**src/rtl/boot_loader_pkg.sv**
```systemverilog
// Shared types and constants for the UART boot loader: FSM states,
// default protocol bytes and the byte-enable lookup used by the word packer.
package boot_loader_pkg;

   typedef enum logic [2:0] {
      SYNC,
      DRAIN,
      ADDR,
      CNT,
      DATA,
      FLUSH,
      ON_WAIT,
      DONE
   } state_t;

   localparam logic [7:0] STP_BYTE_DEF = 8'h55;
   localparam logic [7:0] ON_BYTE_DEF  = 8'hAA;
   localparam int         SYNC_CNT_DEF = 32;
   localparam int         ON_CNT_DEF   = 32;

   // Lanes are filled from byte 0 upward, so a partial word enables the low lanes only.
   function automatic logic [3:0] be_from_lanes(input logic [2:0] lanes);
      logic [3:0] be;
      case (lanes)
         3'd1:    be = 4'b0001;
         3'd2:    be = 4'b0011;
         3'd3:    be = 4'b0111;
         3'd4:    be = 4'b1111;
         default: be = 4'b0000;
      endcase
      return be;
   endfunction

endpackage

```
**src/rtl/boot_word_packer.sv**
```systemverilog
// Packs payload bytes into 32-bit words and presents each finished word on a
// single-entry req/gnt staging register, flagging words dropped under backpressure.
module boot_word_packer
   import boot_loader_pkg::*;
(
   input  logic        i_clk,
   input  logic        i_rst_n,
   input  logic        i_byte_vld,
   input  logic [7:0]  i_byte,
   input  logic        i_last,
   input  logic [31:0] i_word_addr,
   input  logic        i_gnt,
   output logic        o_req,
   output logic [31:0] o_addr,
   output logic [31:0] o_wdata,
   output logic [3:0]  o_be,
   output logic        o_word_done,
   output logic        o_ovf
);

   logic [1:0]  r_lane;
   logic [31:0] r_asm;
   logic        r_req;
   logic [31:0] r_addr;
   logic [31:0] r_wdata;
   logic [3:0]  r_be;

   logic [31:0] w_word;
   logic        w_complete;
   logic        w_grant;
   logic        w_can_load;

   always_comb begin
      w_word = r_asm;
      w_word[8*r_lane +: 8] = i_byte;
   end

   assign w_complete = i_byte_vld && ((r_lane == 2'd3) || i_last);
   assign w_grant    = r_req && i_gnt;
   // A grant in the same cycle frees the slot, which is what allows back-to-back writes.
   assign w_can_load = !r_req || w_grant;

   always_ff @(posedge i_clk or negedge i_rst_n) begin
      if (!i_rst_n) begin
         r_lane <= 2'd0;
         r_asm  <= 32'd0;
      end else if (i_byte_vld) begin
         if (w_complete) begin
            r_lane <= 2'd0;
            r_asm  <= 32'd0;
         end else begin
            r_lane <= r_lane + 2'd1;
            r_asm  <= w_word;
         end
      end
   end

   always_ff @(posedge i_clk or negedge i_rst_n) begin
      if (!i_rst_n) begin
         r_req   <= 1'b0;
         r_addr  <= 32'd0;
         r_wdata <= 32'd0;
         r_be    <= 4'd0;
      end else if (w_complete && w_can_load) begin
         r_req   <= 1'b1;
         r_addr  <= i_word_addr;
         r_wdata <= w_word;
         r_be    <= be_from_lanes({1'b0, r_lane} + 3'd1);
      end else if (w_grant) begin
         r_req   <= 1'b0;
      end
   end

   assign o_req       = r_req;
   assign o_addr      = r_addr;
   assign o_wdata     = r_wdata;
   assign o_be        = r_be;
   assign o_word_done = w_complete;
   assign o_ovf       = w_complete && !w_can_load;

endmodule

```
**src/rtl/boot_loader.sv**
```systemverilog
// UART boot-protocol receiver: decodes sync/address/count/payload/run framing,
// writes the image to memory and holds the CPU in reset until the run command.
module boot_loader
   import boot_loader_pkg::*;
#(
   parameter logic [7:0] STP_BYTE = STP_BYTE_DEF,
   parameter logic [7:0] ON_BYTE  = ON_BYTE_DEF,
   parameter int         SYNC_CNT = SYNC_CNT_DEF,
   parameter int         ON_CNT   = ON_CNT_DEF
)
(
   input  logic        Clk,
   input  logic        Rst,
   input  logic [7:0]  rx_data,
   input  logic        rx_valid,
   output logic        mem_req,
   output logic        mem_we,
   output logic [31:0] mem_addr,
   output logic [31:0] mem_wdata,
   output logic [3:0]  mem_be,
   input  logic        mem_gnt,
   output logic        cpu_rst,
   output logic        busy,
   output logic        done,
   output logic        err_ovf,
   output logic        err_align
);

   state_t      r_state;
   state_t      w_next;
   logic [31:0] r_sync_cnt;
   logic [31:0] r_on_cnt;
   logic [31:0] r_addr_sh;
   logic [31:0] r_remaining;
   logic [31:0] r_waddr;
   logic [1:0]  r_byte_idx;
   logic        r_cpu_rst;
   logic        r_done;
   logic        r_err_ovf;
   logic        r_err_align;

   logic        w_is_stp;
   logic        w_is_on;
   logic        w_sync_hit;
   logic        w_on_hit;
   logic        w_data_byte;
   logic        w_last;
   logic [31:0] w_addr_full;
   logic [31:0] w_cnt_full;
   logic        w_req;
   logic        w_word_done;
   logic        w_ovf;

   assign w_is_stp    = rx_valid && (rx_data == STP_BYTE);
   assign w_is_on     = rx_valid && (rx_data == ON_BYTE);
   assign w_sync_hit  = ((r_state == SYNC) || (r_state == DONE)) && w_is_stp
                        && (r_sync_cnt == 32'(SYNC_CNT - 1));
   assign w_on_hit    = r_on_cnt >= 32'(ON_CNT);
   assign w_data_byte = (r_state == DATA) && rx_valid;
   assign w_last      = r_remaining == 32'd1;
   assign w_addr_full = {rx_data, r_addr_sh[31:8]};
   assign w_cnt_full  = {rx_data, r_remaining[31:8]};

   always_ff @(posedge Clk or negedge Rst) begin
      if (!Rst) r_state <= SYNC;
      else      r_state <= w_next;
   end

   always_comb begin
      w_next = r_state;
      case (r_state)
         SYNC, DONE: if (w_sync_hit) w_next = DRAIN;
         DRAIN:      if (rx_valid && !w_is_stp) w_next = ADDR;
         ADDR:       if (rx_valid && (r_byte_idx == 2'd3)) w_next = CNT;
         CNT: begin
            if (rx_valid && (r_byte_idx == 2'd3))
               w_next = (w_cnt_full == 32'd0) ? ON_WAIT : DATA;
         end
         DATA:       if (w_data_byte && w_last) w_next = FLUSH;
         FLUSH:      if (!w_req) w_next = w_on_hit ? DONE : ON_WAIT;
         ON_WAIT:    if (w_on_hit && !w_req) w_next = DONE;
         default:    w_next = SYNC;
      endcase
   end

   // Both shift registers take bytes LSB first, so the newest byte lands in [31:24].
   always_ff @(posedge Clk or negedge Rst) begin
      if (!Rst) begin
         r_sync_cnt  <= 32'd0;
         r_on_cnt    <= 32'd0;
         r_addr_sh   <= 32'd0;
         r_remaining <= 32'd0;
         r_waddr     <= 32'd0;
         r_byte_idx  <= 2'd0;
         r_cpu_rst   <= 1'b1;
         r_done      <= 1'b0;
         r_err_ovf   <= 1'b0;
         r_err_align <= 1'b0;
      end else begin
         case (r_state)
            SYNC, DONE: begin
               if (w_sync_hit) begin
                  r_sync_cnt  <= 32'd0;
                  r_on_cnt    <= 32'd0;
                  r_cpu_rst   <= 1'b1;
                  r_done      <= 1'b0;
                  r_err_ovf   <= 1'b0;
                  r_err_align <= 1'b0;
               end else if (rx_valid) begin
                  r_sync_cnt  <= w_is_stp ? r_sync_cnt + 32'd1 : 32'd0;
               end
            end
            DRAIN: begin
               if (rx_valid && !w_is_stp) begin
                  r_addr_sh  <= w_addr_full;
                  r_byte_idx <= 2'd1;
               end
            end
            ADDR: begin
               if (rx_valid) begin
                  r_addr_sh  <= w_addr_full;
                  r_byte_idx <= r_byte_idx + 2'd1;
                  if (r_byte_idx == 2'd3) begin
                     r_waddr     <= {w_addr_full[31:2], 2'b00};
                     r_err_align <= |w_addr_full[1:0];
                  end
               end
            end
            CNT: begin
               if (rx_valid) begin
                  r_remaining <= w_cnt_full;
                  r_byte_idx  <= r_byte_idx + 2'd1;
               end
            end
            DATA: begin
               if (rx_valid && (r_remaining != 32'd0))
                  r_remaining <= r_remaining - 32'd1;
               if (w_word_done)
                  r_waddr <= r_waddr + 32'd4;
            end
            FLUSH, ON_WAIT: begin
               if (rx_valid)
                  r_on_cnt <= w_is_on ? (w_on_hit ? r_on_cnt : r_on_cnt + 32'd1) : 32'd0;
               if (w_next == DONE) begin
                  r_cpu_rst <= 1'b0;
                  r_done    <= 1'b1;
               end
            end
            default: ;
         endcase
         if (w_ovf)
            r_err_ovf <= 1'b1;
      end
   end

   boot_word_packer u_packer (
      .i_clk       (Clk),
      .i_rst_n     (Rst),
      .i_byte_vld  (w_data_byte),
      .i_byte      (rx_data),
      .i_last      (w_last),
      .i_word_addr (r_waddr),
      .i_gnt       (mem_gnt),
      .o_req       (w_req),
      .o_addr      (mem_addr),
      .o_wdata     (mem_wdata),
      .o_be        (mem_be),
      .o_word_done (w_word_done),
      .o_ovf       (w_ovf)
   );

   assign mem_req   = w_req;
   assign mem_we    = w_req;
   assign cpu_rst   = r_cpu_rst;
   assign done      = r_done;
   assign busy      = (r_state != SYNC) && (r_state != DONE);
   assign err_ovf   = r_err_ovf;
   assign err_align = r_err_align;

endmodule

```
**config.mk**
```make
export PLATFORM = sky130hd
export DESIGN_NAME = boot_loader
export DESIGN_NICKNAME = d
export VERILOG_FILES = /design/src/rtl/boot_loader_pkg.sv /design/src/rtl/boot_word_packer.sv /design/src/rtl/boot_loader.sv
export SDC_FILE = /design/constraint.sdc
export NUM_CORES = 1
export LEC_CHECK = 0
export BUFFER_PORTS_ARGS = -buffer_cell sky130_fd_sc_hd__buf_4
export CAP_MARGIN = 20
export CORE_ASPECT_RATIO = 0.7
export CORE_UTILIZATION = 45
export CTS_BUF_LIST = sky130_fd_sc_hd__clkbuf_2
export DETAILED_ROUTE_END_ITERATION = 12
export PLACE_DENSITY = 0.59
export SETUP_SLACK_MARGIN = 0.1
export SLEW_MARGIN = 10
export SYNTH_ARGS = -nofsm -noshare
export SYNTH_HDL_FRONTEND = slang
export SYNTH_SLANG_ARGS = --single-unit
```
**constraint.sdc**
```tcl
create_clock -name Clk -period 5.7 [get_ports Clk]
set_input_delay 1.14 -clock Clk [delete_from_list [all_inputs] [get_ports Clk]]
set_output_delay 1.14 -clock Clk [all_outputs]
set_load 0.02 [all_outputs]
```
Word-level counts from Yosys, hierarchy flattened --
Cells that the tools add are included. W data, S select, Z words.
Operators by class: $lt $le $gt $ge 1, add/sub/neg operators 8, eq/ne operators 30, reductions and logical operators 48, mux-type cells 48, shift operators 2
Operator list (count):
- $mux W32 | 15
- $pmux W32 S2 | 4
- $add A32 B1 Y32 const B | 2
- $neg A5 Y34 | 1
- $shift A8 B34 Y32 const A | 1
- $shiftx A8 B34 Y32 | 1
- $add A32 B3 Y32 const B | 1
- $bwmux W32 | 1
- $eq A32 B1 Y1 const B | 1
- $eq A32 B5 Y1 const B | 1
- $ge A32 B6 Y1 const B | 1
- $logic_not A32 Y1 | 1
- $reduce_bool A32 Y1 | 1
- $sub A32 B1 Y32 const B | 1
- $mux W3 | 7
- $pmux W3 S7 | 1
- $reduce_bool A2 Y1 | 10
- $eq A3 B3 Y1 const B | 6
- $pmux W4 S4 | 1
- $logic_and A1 B1 Y1 | 15
- $ne A2 B2 Y1 const B | 7
- $eq A3 B2 Y1 const B | 4
- $reduce_and A3 Y1 | 4
- $reduce_and A4 Y1 | 3
- other kinds (18) | 47
Storage, ports and cells: word-level logic and storage cells 154, bits in registers 272, bits of input ports 12

Depth between registers and ports, before layout --
Gate-level depths: netlist of run 1.
depth in word-level cells 9, mapped depth 10, mapped depth without buffers 8

Modules after synthesis --
From an unflattened synthesis of run 1, not the netlist that was laid out.
Unflattened totals: cell total of the unflattened synthesis 1326, area, all modules 13455.4 um2
By module, submodules not included:
- boot_loader | instances 1, area an instance 8862.2 um2, cells each 959, seq. area each 3980.1 um2
- boot_word_packer | instances 1, area an instance 4593.2 um2, cells each 367, seq. area each 2577.5 um2

Worst setup path before layout of run 1 --
Ideal clock, no wire load.
kind input -> register, start input port rx_data[1], end register r_sync_cnt[14], path buffers 1, arrival time 3.203 ns, setup time 0.132 ns, stages on the path 6, path slack 2.365 ns, path through or4_1 -> nor2_1 -> nand3_1 -> a31oi_1 -> clkbuf_1 -> nor2_1
On the way: cells in the longest elaborated chain, start to end 6, elaborated cells between the ends (all ways) 9
RTL lines:
- start: declaration | line boot_loader.sv:14 | input logic [7:0] rx_data,
- $eq A8 B7 Y1 (*) | line boot_loader.sv:54 | assign w_is_stp = rx_valid && (rx_data == STP_BYTE);
- $logic_and A1 B1 Y1 (*) | line boot_loader.sv:54
- $logic_and A1 B1 Y1 | line boot_loader.sv:56 | assign w_sync_hit = ((r_state == SYNC) || (r_state == DONE)) && w_is_stp
- $logic_and A1 B1 Y1 | line boot_loader.sv:57 | && (r_sync_cnt == 32'(SYNC_CNT - 1));
- $reduce_bool A2 Y1 (no line)
- $reduce_and A2 Y1 (no line)
- end signal: assignment | line boot_loader.sv:110 | r_sync_cnt <= w_is_stp ? r_sync_cnt + 32'd1 : 32'd0;
- end: declaration | line boot_loader.sv:31 | logic [31:0] r_sync_cnt;
Mark *: on every way between the ends. The rest lies on a longest branch, timed or not. The select of a mux whose other input is x is not followed. A chain may end at the register's enable or synchronous reset.

Worst setup path in the final report of run 1 --
start register r_remaining[24], end register u_packer.r_wdata[26] (netlist: u_packer.o_wdata[26])
On the way: cells in the longest elaborated chain, start to end 4
RTL lines:
- start: declaration | line boot_loader.sv:34 | logic [31:0] r_remaining;
- start signal: assignment | line boot_loader.sv:131 | r_remaining <= w_cnt_full;
- start signal: assignment | line boot_loader.sv:137 | r_remaining <= r_remaining - 32'd1;
- $eq A32 B1 Y1 | line boot_loader.sv:60 | assign w_last = r_remaining == 32'd1;
- $logic_or A1 B1 Y1 | line boot_word_packer.sv:38 | assign w_complete = i_byte_vld && ((r_lane == 2'd3) || i_last);
- $logic_and A1 B1 Y1 | line boot_word_packer.sv:38
- $logic_and A1 B1 Y1 | line boot_word_packer.sv:64 | end else if (w_complete && w_can_load) begin
- end signal: assignment | line boot_word_packer.sv:67 | r_wdata <= w_word;
- end: declaration | line boot_word_packer.sv:25 | logic [31:0] r_wdata;
No other way between the ends.

==> results.sh, run 1 <==
export IMPL_run_status="completed"
export IMPL_detail_route_iter0_violations=880
export IMPL_maxSlewViolCount=0
export IMPL_slew_headroom=0.304
export IMPL_synthToLayoutAreaGrowth_pct=12.4
export IMPL_cts_root_buf="sky130_fd_sc_hd__clkbuf_2"
export IMPL_power_switching_mw=0.844
export IMPL_initial_util=0.462
export IMPL_total_leakage_power_nw=6.54
export IMPL_ctsLongestPathBuffers=3
export IMPL_worst_setup_path_type="flip-flop to flip-flop"
export IMPL_number_of_global_route_vias_before_repair=9213
export IMPL_synth_edff_count=0
export IMPL_die_h_um=141
export IMPL_synth_area_in_adders=0.0161
export IMPL_path_delay_family="simple AND/OR/NAND/NOR gates"
export IMPL_yosys_register_bits=260
export IMPL_avgSynthCellArea_sq_um=9.75
export IMPL_fillers=2519
export IMPL_cts_resized=0
export IMPL_layout_drive_gt1_share=0.180
export IMPL_drt_pass_1_iters=7
export IMPL_yosys_warnings=0
export IMPL_postCtsHoldBufs=0
export IMPL_dr_total_vias=9943
export IMPL_drc=0
export IMPL_multiplexer_share_of_the_synthesized_area=0.0495
export IMPL_worst_clock_skew_ps=76.3
export IMPL_avgViaCountPerCell=5.60
export IMPL_min_path_type="primary input to asynchronous set/reset pin"
export IMPL_critical_path_slowest_cell="sky130_fd_sc_hd__o41ai_4"
export IMPL_ys_flop_type="sky130_fd_sc_hd__dfrtp_1"
export IMPL_floorplan_die_area_sq_um=28300
export IMPL_mostFrequentLayoutCells="259 x sky130_fd_sc_hd__dfrtp_1, 124 x sky130_fd_sc_hd__nand2_1, 118 x sky130_fd_sc_hd__o21ai_0, 118 x sky130_fd_sc_hd__a21oi_1"
export IMPL_period_needed_ps=3440
export IMPL_cts_num_sinks=260
export IMPL_async_flop_share=1.00
export IMPL_critPathLaunchType="flip-flop"
export IMPL_grt_setup_unrepaired="no"
export IMPL_path_common_cell="sky130_fd_sc_hd__or4_1"
export IMPL_finalWeightedCongestion=0.812
export IMPL_core_area_sq_um=26900
export IMPL_synth_lib_cells_used_distinct=61
export IMPL_fmax_mhz=291
export IMPL_final_core_utilization=0.519
export IMPL_comb_power_share=0.026
export IMPL_critical_path_arrival_ps=4160
export IMPL_syn_cell_area_sq_um=12400
export IMPL_design_portCount=87
export IMPL_placement_io_buffers=84
export IMPL_grt_pass1_wl_um=50400
export IMPL_internal_power_consumption_mw=2.41
export IMPL_die_width_um=201
export IMPL_p_sw_frac=0.260
export IMPL_complex_gate_fraction_of_the_synthesized_area=0.185
export IMPL_number_of_hold_violations_in_the_final_report=0
export IMPL_worst_slew_pin_slew_ps=1040
export IMPL_worstPathMaxFanout=70
export IMPL_combinational_family_with_the_most_area_after_synthesis="compound AO/OA/AOI/OAI gates"
export IMPL_max_vdd_ir_drop_mv=0.107
export IMPL_antenna_found_initial=1
export IMPL_mostFrequentLayoutCell="sky130_fd_sc_hd__dfrtp_1"
export IMPL_max_incr_delay_on_cp_ps=760
export IMPL_final_setup_viol_count=0
export IMPL_h_tree_depth=3
export IMPL_yosys_top_cells_area="sky130_fd_sc_hd__dfrtp_1 52%, sky130_fd_sc_hd__a21oi_1 4.8%, sky130_fd_sc_hd__o21ai_0 4.8%, sky130_fd_sc_hd__nand2_1 3.8%, sky130_fd_sc_hd__mux2_2 3.4%"
export IMPL_fin_setup_tns_ps=0
export IMPL_synthesis_instances=1274
export IMPL_number_of_nets_with_antenna_violations_after_detailed_routing=0
export IMPL_grt_overflow=0
export IMPL_power_share_sequential=0.569
export IMPL_cts_inserted_buffers=69
export IMPL_placement_rows=50
export IMPL_cts_tree="yes"
export IMPL_post_dp_hpwl_um=19500
export IMPL_clock_power_share=0.405
export IMPL_route_final_wire_length_um=30500
export IMPL_grt_start_max_net_pins=110
export IMPL_max_cap_viols=0
export IMPL_nets=1391
export IMPL_finalCritPeriodShare=0.604
export IMPL_synth_xor_area_frac=0.0141
export IMPL_timing_critical_path_buf_inv=1
export IMPL_netlist_top_cell_by_area="sky130_fd_sc_hd__dfrtp_1"
export IMPL_clkLatencyLatePin_ps=880
export IMPL_required_ps=6420
export IMPL_crit_path_cell_trace="or4_1 > or4_1 > o41ai_4 > nand2_4 > buf_12 > nand2_1 > o21ai_0"
export IMPL_power_density_cell_area_nw_per_um2=233
export IMPL_synth_sequential_area_ratio=0.524
export IMPL_grt_use_total=0.222
export IMPL_post_drt_wl_per_cell_um=17.2
export IMPL_fraction_of_post_synthesis_cell_area_in_the_top_cell_type_by_area=0.522
export IMPL_synth_simple_gate_area_frac=0.177
export IMPL_total_power_draw_mw=3.25
export IMPL_cp_endpoint_kind="flip-flop"
export IMPL_clk_pin_slew_ps=110
export IMPL_cts_setup_buffers=0
-- layer usage --
layer,vias to the layer above,GRT usage,routed length [um]
met5,-,0,0
met4,0,0.0723,550
met3,53,0.0467,1690
met2,286,0.290,12400
met1,4763,0.356,15900
li1,4841,-,-
-- power groups by stage --
| stage | sequential, mW | clock (mW) | combinational, mW |
|---|---|---|---|
| after CTS | 1.85 | 1.37 | 0.0876 |
| after detailed placement | 1.89 | 0 | 0.0875 |
| after global routing | 1.85 | 1.46 | 0.0964 |
| after global placement | 1.89 | 0 | 0.0868 |
| final | 1.85 | 1.32 | 0.0843 |
| after floorplan | 1.88 | 0 | 0.0260 |
-- cells in the mapped netlist (8+ instances only) --
master,count
sky130_fd_sc_hd__a22o_1,38
sky130_fd_sc_hd__a31oi_1,9
sky130_fd_sc_hd__nor2b_1,37
sky130_fd_sc_hd__clkbuf_1,71
sky130_fd_sc_hd__o22ai_1,20
sky130_fd_sc_hd__nand2_1,125
sky130_fd_sc_hd__a2bb2oi_1,9
sky130_fd_sc_hd__a22oi_1,8
sky130_fd_sc_hd__nor3_1,32
sky130_fd_sc_hd__nor4_1,25
sky130_fd_sc_hd__xor2_1,10
sky130_fd_sc_hd__and2_1,30
sky130_fd_sc_hd__o31ai_1,8
sky130_fd_sc_hd__nand4_1,22
sky130_fd_sc_hd__o21ai_0,118
sky130_fd_sc_hd__xnor2_1,10
sky130_fd_sc_hd__mux2_2,37
sky130_fd_sc_hd__ha_1,16
sky130_fd_sc_hd__a21oi_1,118
sky130_fd_sc_hd__and3_1,15
sky130_fd_sc_hd__mux2_1,14
sky130_fd_sc_hd__nand3_1,39
sky130_fd_sc_hd__nor2_1,77
sky130_fd_sc_hd__inv_1,24
sky130_fd_sc_hd__dfrtp_1,259
sky130_fd_sc_hd__o2bb2ai_1,8
-- final timing paths --
check	end	cells past startpoint	start	slack, ps
setup / recovery	u_packer.o_wdata[26]$_DFFE_PN0P_	7	r_remaining[24]$_DFFE_PN0P_	2260
hold / removal	r_on_cnt[0]$_DFFE_PN0P_	1	Rst	340
setup reg to reg	u_packer.o_wdata[26]$_DFFE_PN0P_	7	r_remaining[24]$_DFFE_PN0P_	2260
hold reg to reg	cpu_rst$_DFFE_PN1P_	2	cpu_rst$_DFFE_PN1P_	470
max in group asynchronous	r_on_cnt[9]$_DFFE_PN0P_	2	Rst	4150
min in group Clk	cpu_rst$_DFFE_PN1P_	2	cpu_rst$_DFFE_PN1P_	470
-- stage by stage --
stage	hold slack [ps]	cells	setup WS (ps)	instance area, sq um
finish	338	1775	2260	14000
CTS	296	1771	1920	13900
floorplan	437	1275	2370	12400
detailed placement	467	1654	1940	13300
global placement	463	1654	1990	13300
global route	316	1775	2060	14000
-- cell families after synthesis --
logic type / after synthesis
simple gates: 441
compound gates: 375
flops: 260
buf+inv: 106
mux: 55
xor+xnor: 20
fa+ha+maj: 16
other cells: 1
-- cell type report --
type	instances	area, sq um	area share
flip-flops and latches	260	6510	0.466
multi-input cells	909	5520	0.395
repair buffers	99	776	0.0555
clock buffers	96	480	0.0344
well taps	364	455	0.0326
clock inverters	21	135	0.00967
inverters	24	90.1	0.00645
diodes	2	5.00	0.000358
-- state kept, by name (all words and copies together) (netlist names), 4 cells and up --
signal	flops
r_sync_cnt	32
r_waddr	30
u_packer.o_wdata	32
r_on_cnt	32
u_packer.r_asm	32
r_addr_sh	24
u_packer.o_addr	30
r_remaining	32
u_packer.o_be	4
No activity file was read; power rests on OpenSTA's default activity.
==> run 2: changes to the inputs <==
--- a/config.mk
+++ b/config.mk
@@ -11,7 +11,7 @@
 export CORE_UTILIZATION = 45
 export CTS_BUF_LIST = sky130_fd_sc_hd__clkbuf_2
 export DETAILED_ROUTE_END_ITERATION = 12
-export PLACE_DENSITY = 0.59
+export PLACE_DENSITY = 0.62
 export SETUP_SLACK_MARGIN = 0.1
 export SLEW_MARGIN = 10
 export SYNTH_ARGS = -nofsm -noshare
==> constraint.sdc (replaced) <==
create_clock -name Clk -period 2.78 [get_ports Clk]
set_input_delay 0.556 -clock Clk [delete_from_list [all_inputs] [get_ports Clk]]
set_output_delay 0.556 -clock Clk [all_outputs]
set_load 0.02 [all_outputs]
==> results.sh, run 2 (same netlist as run 1, synthesis figures left out) <==
export IMPL_core_area_sq_um=26900
export IMPL_final_setup_viol_count=0
export IMPL_route_final_wire_length_um=32300
export IMPL_post_place_cells=1703
export IMPL_cts_num_sinks=260
export IMPL_worst_reg2reg_startpoint="r_remaining[24]$_DFFE_PN0P_"
export IMPL_regToRegSetupSlack_ps=90
export IMPL_post_dp_hpwl_um=20600
export IMPL_grt_pass1_wl_um=51400
export IMPL_worstPathMaxFanout=5
export IMPL_run_status="completed"
export IMPL_avgViaCountPerCell=5.67
export IMPL_grt_use_total=0.225
export IMPL_total_power_draw_mw=6.41
export IMPL_cts_tree="yes"
export IMPL_critPathLaunchType="flip-flop"
export IMPL_critical_path_slowest_cell="sky130_fd_sc_hd__or4_4"
export IMPL_path_delay_family="simple AND/OR/NAND/NOR gates"
export IMPL_nets=1454
export IMPL_number_of_nets_with_antenna_violations_after_detailed_routing=0
export IMPL_mostFrequentLayoutCell="sky130_fd_sc_hd__dfrtp_1"
export IMPL_fin_setup_tns_ps=0
export IMPL_number_of_global_route_vias_before_repair=9732
export IMPL_max_vdd_ir_drop_mv=0.275
export IMPL_cts_root_buf="sky130_fd_sc_hd__clkbuf_2"
export IMPL_mostFrequentLayoutCells="256 x sky130_fd_sc_hd__dfrtp_1, 148 x sky130_fd_sc_hd__buf_4, 124 x sky130_fd_sc_hd__nand2_1, 118 x sky130_fd_sc_hd__o21ai_0, 114 x sky130_fd_sc_hd__a21oi_1"
export IMPL_synthToLayoutAreaGrowth_pct=18.3
export IMPL_stdcell_count=1841
export IMPL_maxSlewViolCount=0
export IMPL_h_tree_depth=2
export IMPL_fillers=2444
export IMPL_grt_start_max_net_pins=97
export IMPL_final_core_utilization=0.546
export IMPL_number_of_hold_violations_in_the_final_report=0
export IMPL_dr_total_vias=10400
export IMPL_cp_endpoint_kind="flip-flop"
export IMPL_min_path_cells=3
export IMPL_timing_critical_path_buf_inv=3
export IMPL_period_needed_ps=2690
export IMPL_critical_path_reg2reg_endpoint="r_waddr[4]$_DFFE_PN0P_"
export IMPL_total_leakage_power_nw=6.89
export IMPL_max_cap_viols=0
export IMPL_die_h_um=141
export IMPL_floorplan_die_area_sq_um=28300
export IMPL_design_portCount=87
export IMPL_required_ps=3540
export IMPL_die_width_um=201
export IMPL_clkLatencyLatePin_ps=910
export IMPL_post_drt_wl_per_cell_um=17.5
export IMPL_min_delay_start="rx_data[5]"
export IMPL_layout_drive_gt1_share=0.222
export IMPL_finalCritPeriodShare=0.968
export IMPL_clk_pin_slew_ps=110
export IMPL_power_density_cell_area_nw_per_um2=436
export IMPL_antenna_found_initial=1
export IMPL_worst_setup_path_type="flip-flop to flip-flop"
export IMPL_min_path_type="primary input to flip-flop"
export IMPL_worst_clock_skew_ps=63.2
export IMPL_detail_route_iter0_violations=893
export IMPL_placement_rows=50
export IMPL_ctsLongestPathBuffers=3
export IMPL_grt_overflow=0
export IMPL_drt_pass_1_iters=5
export IMPL_drc=0
export IMPL_worst_hold_path_ep="u_packer.r_asm[5]$_DFFE_PN0P_"
export IMPL_initial_util=0.462
export IMPL_critical_path_arrival_ps=3450
export IMPL_fmax_mhz=372
export IMPL_crit_path_cell_trace="or4_4 > or4_4 > o41a_1 > o21ai_4 > buf_12 > buf_12 > clkbuf_16 > a22oi_1"
export IMPL_placement_io_buffers=84
export IMPL_max_incr_delay_on_cp_ps=540
export IMPL_worst_slew_pin_slew_ps=634
export IMPL_cts_inserted_buffers=61
export IMPL_slew_headroom=0.575
export IMPL_finalWeightedCongestion=0.871
export IMPL_r2r_cells=8
export IMPL_grt_setup_unrepaired="yes"
## run 2: changes by cell type in the layout (fill, tap and decap cells not counted), sizes merged
cell,change
clkbuf,-7
buf,+62
bufinv,-2
clkinv,+7
dlygate4sd3,+6
## run 2: stage by stage
stage / cell area [sq um] / hold slack (ps) / setup slack [ps]
floorplan: 12500 / 260 / 49.2
global placement: 13800 / 456 / 125
detailed placement: 13800 / 468 / 80.9
CTS: 14400 / 38.4 / 55.8
global route: 14700 / 55.3 / 27.5
finish: 14700 / 152 / 89.9
## run 2: worst max path at each step
stage	to	startpoint	slack (ps)	cells past startpoint
CTS	busy	r_state[0]$_DFF_PN0_	60	3
floorplan	u_packer.o_addr[28]$_DFFE_PN0P_	r_remaining[24]$_DFFE_PN0P_	50	8
global placement	u_packer.r_asm[16]$_DFFE_PN0P_	r_remaining[24]$_DFFE_PN0P_	130	6
global route	r_waddr[4]$_DFFE_PN0P_	r_remaining[24]$_DFFE_PN0P_	30	8
finish	r_waddr[4]$_DFFE_PN0P_	r_remaining[24]$_DFFE_PN0P_	90	8
detailed placement	r_waddr[2]$_DFFE_PN0P_	r_remaining[24]$_DFFE_PN0P_	80	7
## run 2: tightest hold or removal path, cell delays in order
cell	delay [ps]
sky130_fd_sc_hd__buf_4	80
sky130_fd_sc_hd__buf_4	220
sky130_fd_sc_hd__a22o_1	150
## run 2: area by class of cell
cell class,instances,area (sq um),share of cell area
Inverter,24,90.1,0.00613
Antenna cell,2,5.00,0.000340
Clock inverter,26,101,0.00689
Clock buffer,86,430,0.0293
Sequential cell,260,6510,0.443
Multi-Input combinational cell,909,5620,0.382
Tap cell,364,455,0.0310
Timing Repair Buffer,170,1490,0.101
## run 2: where the power goes
part | total [mW] | internal [mW] | switching, mW | leakage, nW
Clock | 2.42 | 0.843 | 1.57 | 0.410
Sequential | 3.79 | 3.79 | 0.00676 | 3.57
Combinational | 0.199 | 0.0530 | 0.146 | 2.91
Total | 6.41 | 4.68 | 1.73 | 6.89
## run 2: repair_timing
action                                  in CTS  in global routing
pin swaps                                    0                  1
gates cloned                                 0                  5
buffers inserted                             0                 13
hold buffers                                 6                  0
hold endpoints to repair                    88                  0
endpoints found under the setup margin      53                 86
resized for setup                            6                 21
## run 2: layer usage
layer  global-route usage  routed length [um]
met2                0.311               13400
met5                    0                   0
met3               0.0462                2320
met4               0.0715                 620
met1                0.348               16000
==> run 3: changes to the inputs <==
--- a/config.mk
+++ b/config.mk
@@ -12,7 +12,7 @@
 export CTS_BUF_LIST = sky130_fd_sc_hd__clkbuf_2
 export DETAILED_ROUTE_END_ITERATION = 12
 export PLACE_DENSITY = 0.62
-export SETUP_SLACK_MARGIN = 0.1
+export SETUP_SLACK_MARGIN = 0.3
 export SLEW_MARGIN = 10
 export SYNTH_ARGS = -nofsm -noshare
 export SYNTH_HDL_FRONTEND = slang
==> results.sh, run 3 (same netlist as run 1, synthesis figures left out) <==
export IMPL_run_status="completed"
export IMPL_grt_pass1_wl_um=55200
export IMPL_grt_setup_unrepaired="yes"
export IMPL_maxSlewViolCount=0
export IMPL_post_place_ws_ps=-34.0
export IMPL_core_area_sq_um=26900
export IMPL_nets=1495
export IMPL_mostFrequentLayoutCell="sky130_fd_sc_hd__dfrtp_1"
export IMPL_cts_tree="yes"
export IMPL_power_share_sequential=0.566
export IMPL_grt_use_total=0.246
export IMPL_die_width_um=201
export IMPL_p_sw_frac=0.269
export IMPL_comb_power_share=0.030
export IMPL_worst_slew_pin_slew_ps=767
export IMPL_number_of_nets_with_antenna_violations_after_detailed_routing=0
export IMPL_min_delay_start="rx_data[5]"
export IMPL_placement_rows=50
export IMPL_mostFrequentLayoutCells="256 x sky130_fd_sc_hd__dfrtp_1, 145 x sky130_fd_sc_hd__buf_4, 101 x sky130_fd_sc_hd__nand2_1, 90 x sky130_fd_sc_hd__a21oi_1, 90 x sky130_fd_sc_hd__clkbuf_2"
export IMPL_period_needed_ps=2640
export IMPL_clk_pin_slew_ps=120
export IMPL_min_path_type="primary input to flip-flop"
export IMPL_total_power_draw_mw=6.69
export IMPL_finalWeightedCongestion=0.822
export IMPL_placement_io_buffers=84
export IMPL_layout_drive_gt1_share=0.303
export IMPL_drt_pass_1_iters=5
export IMPL_post_dp_hpwl_um=20900
export IMPL_final_setup_viol_count=0
export IMPL_synthToLayoutAreaGrowth_pct=28.2
export IMPL_post_dp_cell_area_sq_um=13900
export IMPL_floorplan_die_area_sq_um=28300
export IMPL_critical_path_arrival_ps=3430
export IMPL_max_cap_viols=0
export IMPL_worstPathMaxFanout=6
export IMPL_number_of_hold_violations_in_the_final_report=0
export IMPL_cts_num_sinks=260
export IMPL_cts_root_buf="sky130_fd_sc_hd__clkbuf_2"
export IMPL_design_area_sq_um=15900
export IMPL_power_density_cell_area_nw_per_um2=420
export IMPL_required_ps=3560
export IMPL_fmax_mhz=379
export IMPL_worst_reg2reg_startpoint="r_remaining[24]$_DFFE_PN0P_"
export IMPL_power_switching_mw=1.80
export IMPL_cts_inserted_buffers=67
export IMPL_avgViaCountPerCell=5.79
export IMPL_design_portCount=87
export IMPL_critPathLaunchType="flip-flop"
export IMPL_worst_clock_skew_ps=101
export IMPL_post_drt_wl_per_cell_um=19.3
export IMPL_worst_setup_path_type="flip-flop to flip-flop"
export IMPL_postLayoutSetupSlackWorst_ps=139
export IMPL_antenna_found_initial=1
export IMPL_ctsLongestPathBuffers=3
export IMPL_die_h_um=141
export IMPL_route_final_wire_length_um=36200
export IMPL_max_vdd_ir_drop_mv=0.316
export IMPL_h_tree_depth=3
export IMPL_cp_endpoint_kind="flip-flop"
export IMPL_drc=0
export IMPL_cp_startpoint="r_remaining[24]$_DFFE_PN0P_"
export IMPL_slew_headroom=0.486
export IMPL_internal_power_consumption_mw=4.89
export IMPL_clock_power_share=0.404
export IMPL_dr_total_vias=10800
export IMPL_total_leakage_power_nw=7.37
export IMPL_grt_overflow=0
export IMPL_finalCritPeriodShare=0.950
export IMPL_grt_start_max_net_pins=97
export IMPL_number_of_global_route_vias_before_repair=10200
export IMPL_initial_util=0.462
export IMPL_clkLatencyLatePin_ps=960
export IMPL_detail_route_iter0_violations=834
==> run 3: changes by cell type in the layout (fill, tap and decap cells not counted), moves of 10 or more <==
| cell | previous run | this run |
|---|---|---|
| sky130_fd_sc_hd__o21ai_0 | 118 | 73 |
| sky130_fd_sc_hd__o21ai_1 | 2 | 31 |
| sky130_fd_sc_hd__a21oi_1 | 114 | 90 |
| sky130_fd_sc_hd__nand2_1 | 124 | 101 |
| sky130_fd_sc_hd__a21oi_2 | 4 | 26 |
| sky130_fd_sc_hd__o21ai_2 | 3 | 19 |
| sky130_fd_sc_hd__nand2_2 | 1 | 16 |
| sky130_fd_sc_hd__mux2_1 | 14 | 0 |
| sky130_fd_sc_hd__mux2_4 | 0 | 14 |
| sky130_fd_sc_hd__clkinv_1 | 21 | 11 |
==> run 3: cell type report <==
type	count	area, sq um
fill	2287	11000
clock buffer	90	450
multi-input combinational	913	6130
inverter	24	90.1
timing repair buffer	201	2160
tap	364	455
clock inverter	18	134
sequential	260	6510
antenna	1	2.50
==> run 3: path summary, 6_finish.rpt <==
check                                              endpoint  slack (ps)  cells past startpoint
min in group asynchronous  u_packer.o_wdata[19]$_DFFE_PN0P_         190                      2
max in group asynchronous       r_remaining[22]$_DFFE_PN0P_        1700                      3
max                              r_remaining[7]$_DFFE_PN0P_         140                      9
min reg2reg                         r_on_cnt[3]$_DFFE_PN0P_         490                      1
max reg2reg                      r_remaining[7]$_DFFE_PN0P_         140                      9
min                          u_packer.r_asm[29]$_DFFE_PN0P_         100                      3
==> run 3: worst max-delay path, cell delays in order (launching register included) <==
cell and delay (ps):
sky130_fd_sc_hd__dfrtp_1 390, sky130_fd_sc_hd__or4_4 550, sky130_fd_sc_hd__or4_4 480, sky130_fd_sc_hd__buf_4 170, sky130_fd_sc_hd__nor3_1 170, sky130_fd_sc_hd__buf_4 160, sky130_fd_sc_hd__a31oi_4 180, sky130_fd_sc_hd__clkbuf_16 230
sky130_fd_sc_hd__o21ai_0 80, sky130_fd_sc_hd__o2bb2ai_1 130
==> run 3: metrics by stage <==
stage,instances,setup TNS [ps],util,hold slack [ps]
after global routing,1871,0,0.592,19.2
after CTS,1844,0,0.563,12.8
after floorplan,1275,0,-,260
after detailed placement,1705,-148,0.518,466
final,1871,0,0.592,102
after global placement,1705,-166,0.518,463
==> run 3: repair_timing <==
action | 4_1_cts | 5_1_grt
gates resized for setup | 49 | 118
endpoints found under the hold margin | 97 | 0
gates cloned | 9 | 19
hold buffers | 8 | 0
setup buffers | 14 | 7
setup endpoints to repair | 160 | 182
pin swaps | 4 | 34
==> run 3: power groups by stage <==
| stage | registers [mW] | clock network, mW | logic [mW] |
|---|---|---|---|
| 2_1_floorplan | 3.86 | 0 | 0.0567 |
| 3_3_place_gp | 3.86 | 0 | 0.194 |
| 3_5_place_dp | 3.86 | 0 | 0.194 |
| 4_1_cts | 3.79 | 2.79 | 0.204 |
| 5_1_grt | 3.79 | 2.97 | 0.224 |
| 6_report | 3.79 | 2.70 | 0.200 |
==> run 3: layer usage <==
| layer | track usage | wire, um |
|---|---|---|
| met1 | 0.360 | 17300 |
| met2 | 0.352 | 15800 |
| met3 | 0.0587 | 2330 |
| met4 | 0.0904 | 745 |
| met5 | 0 | 0 |
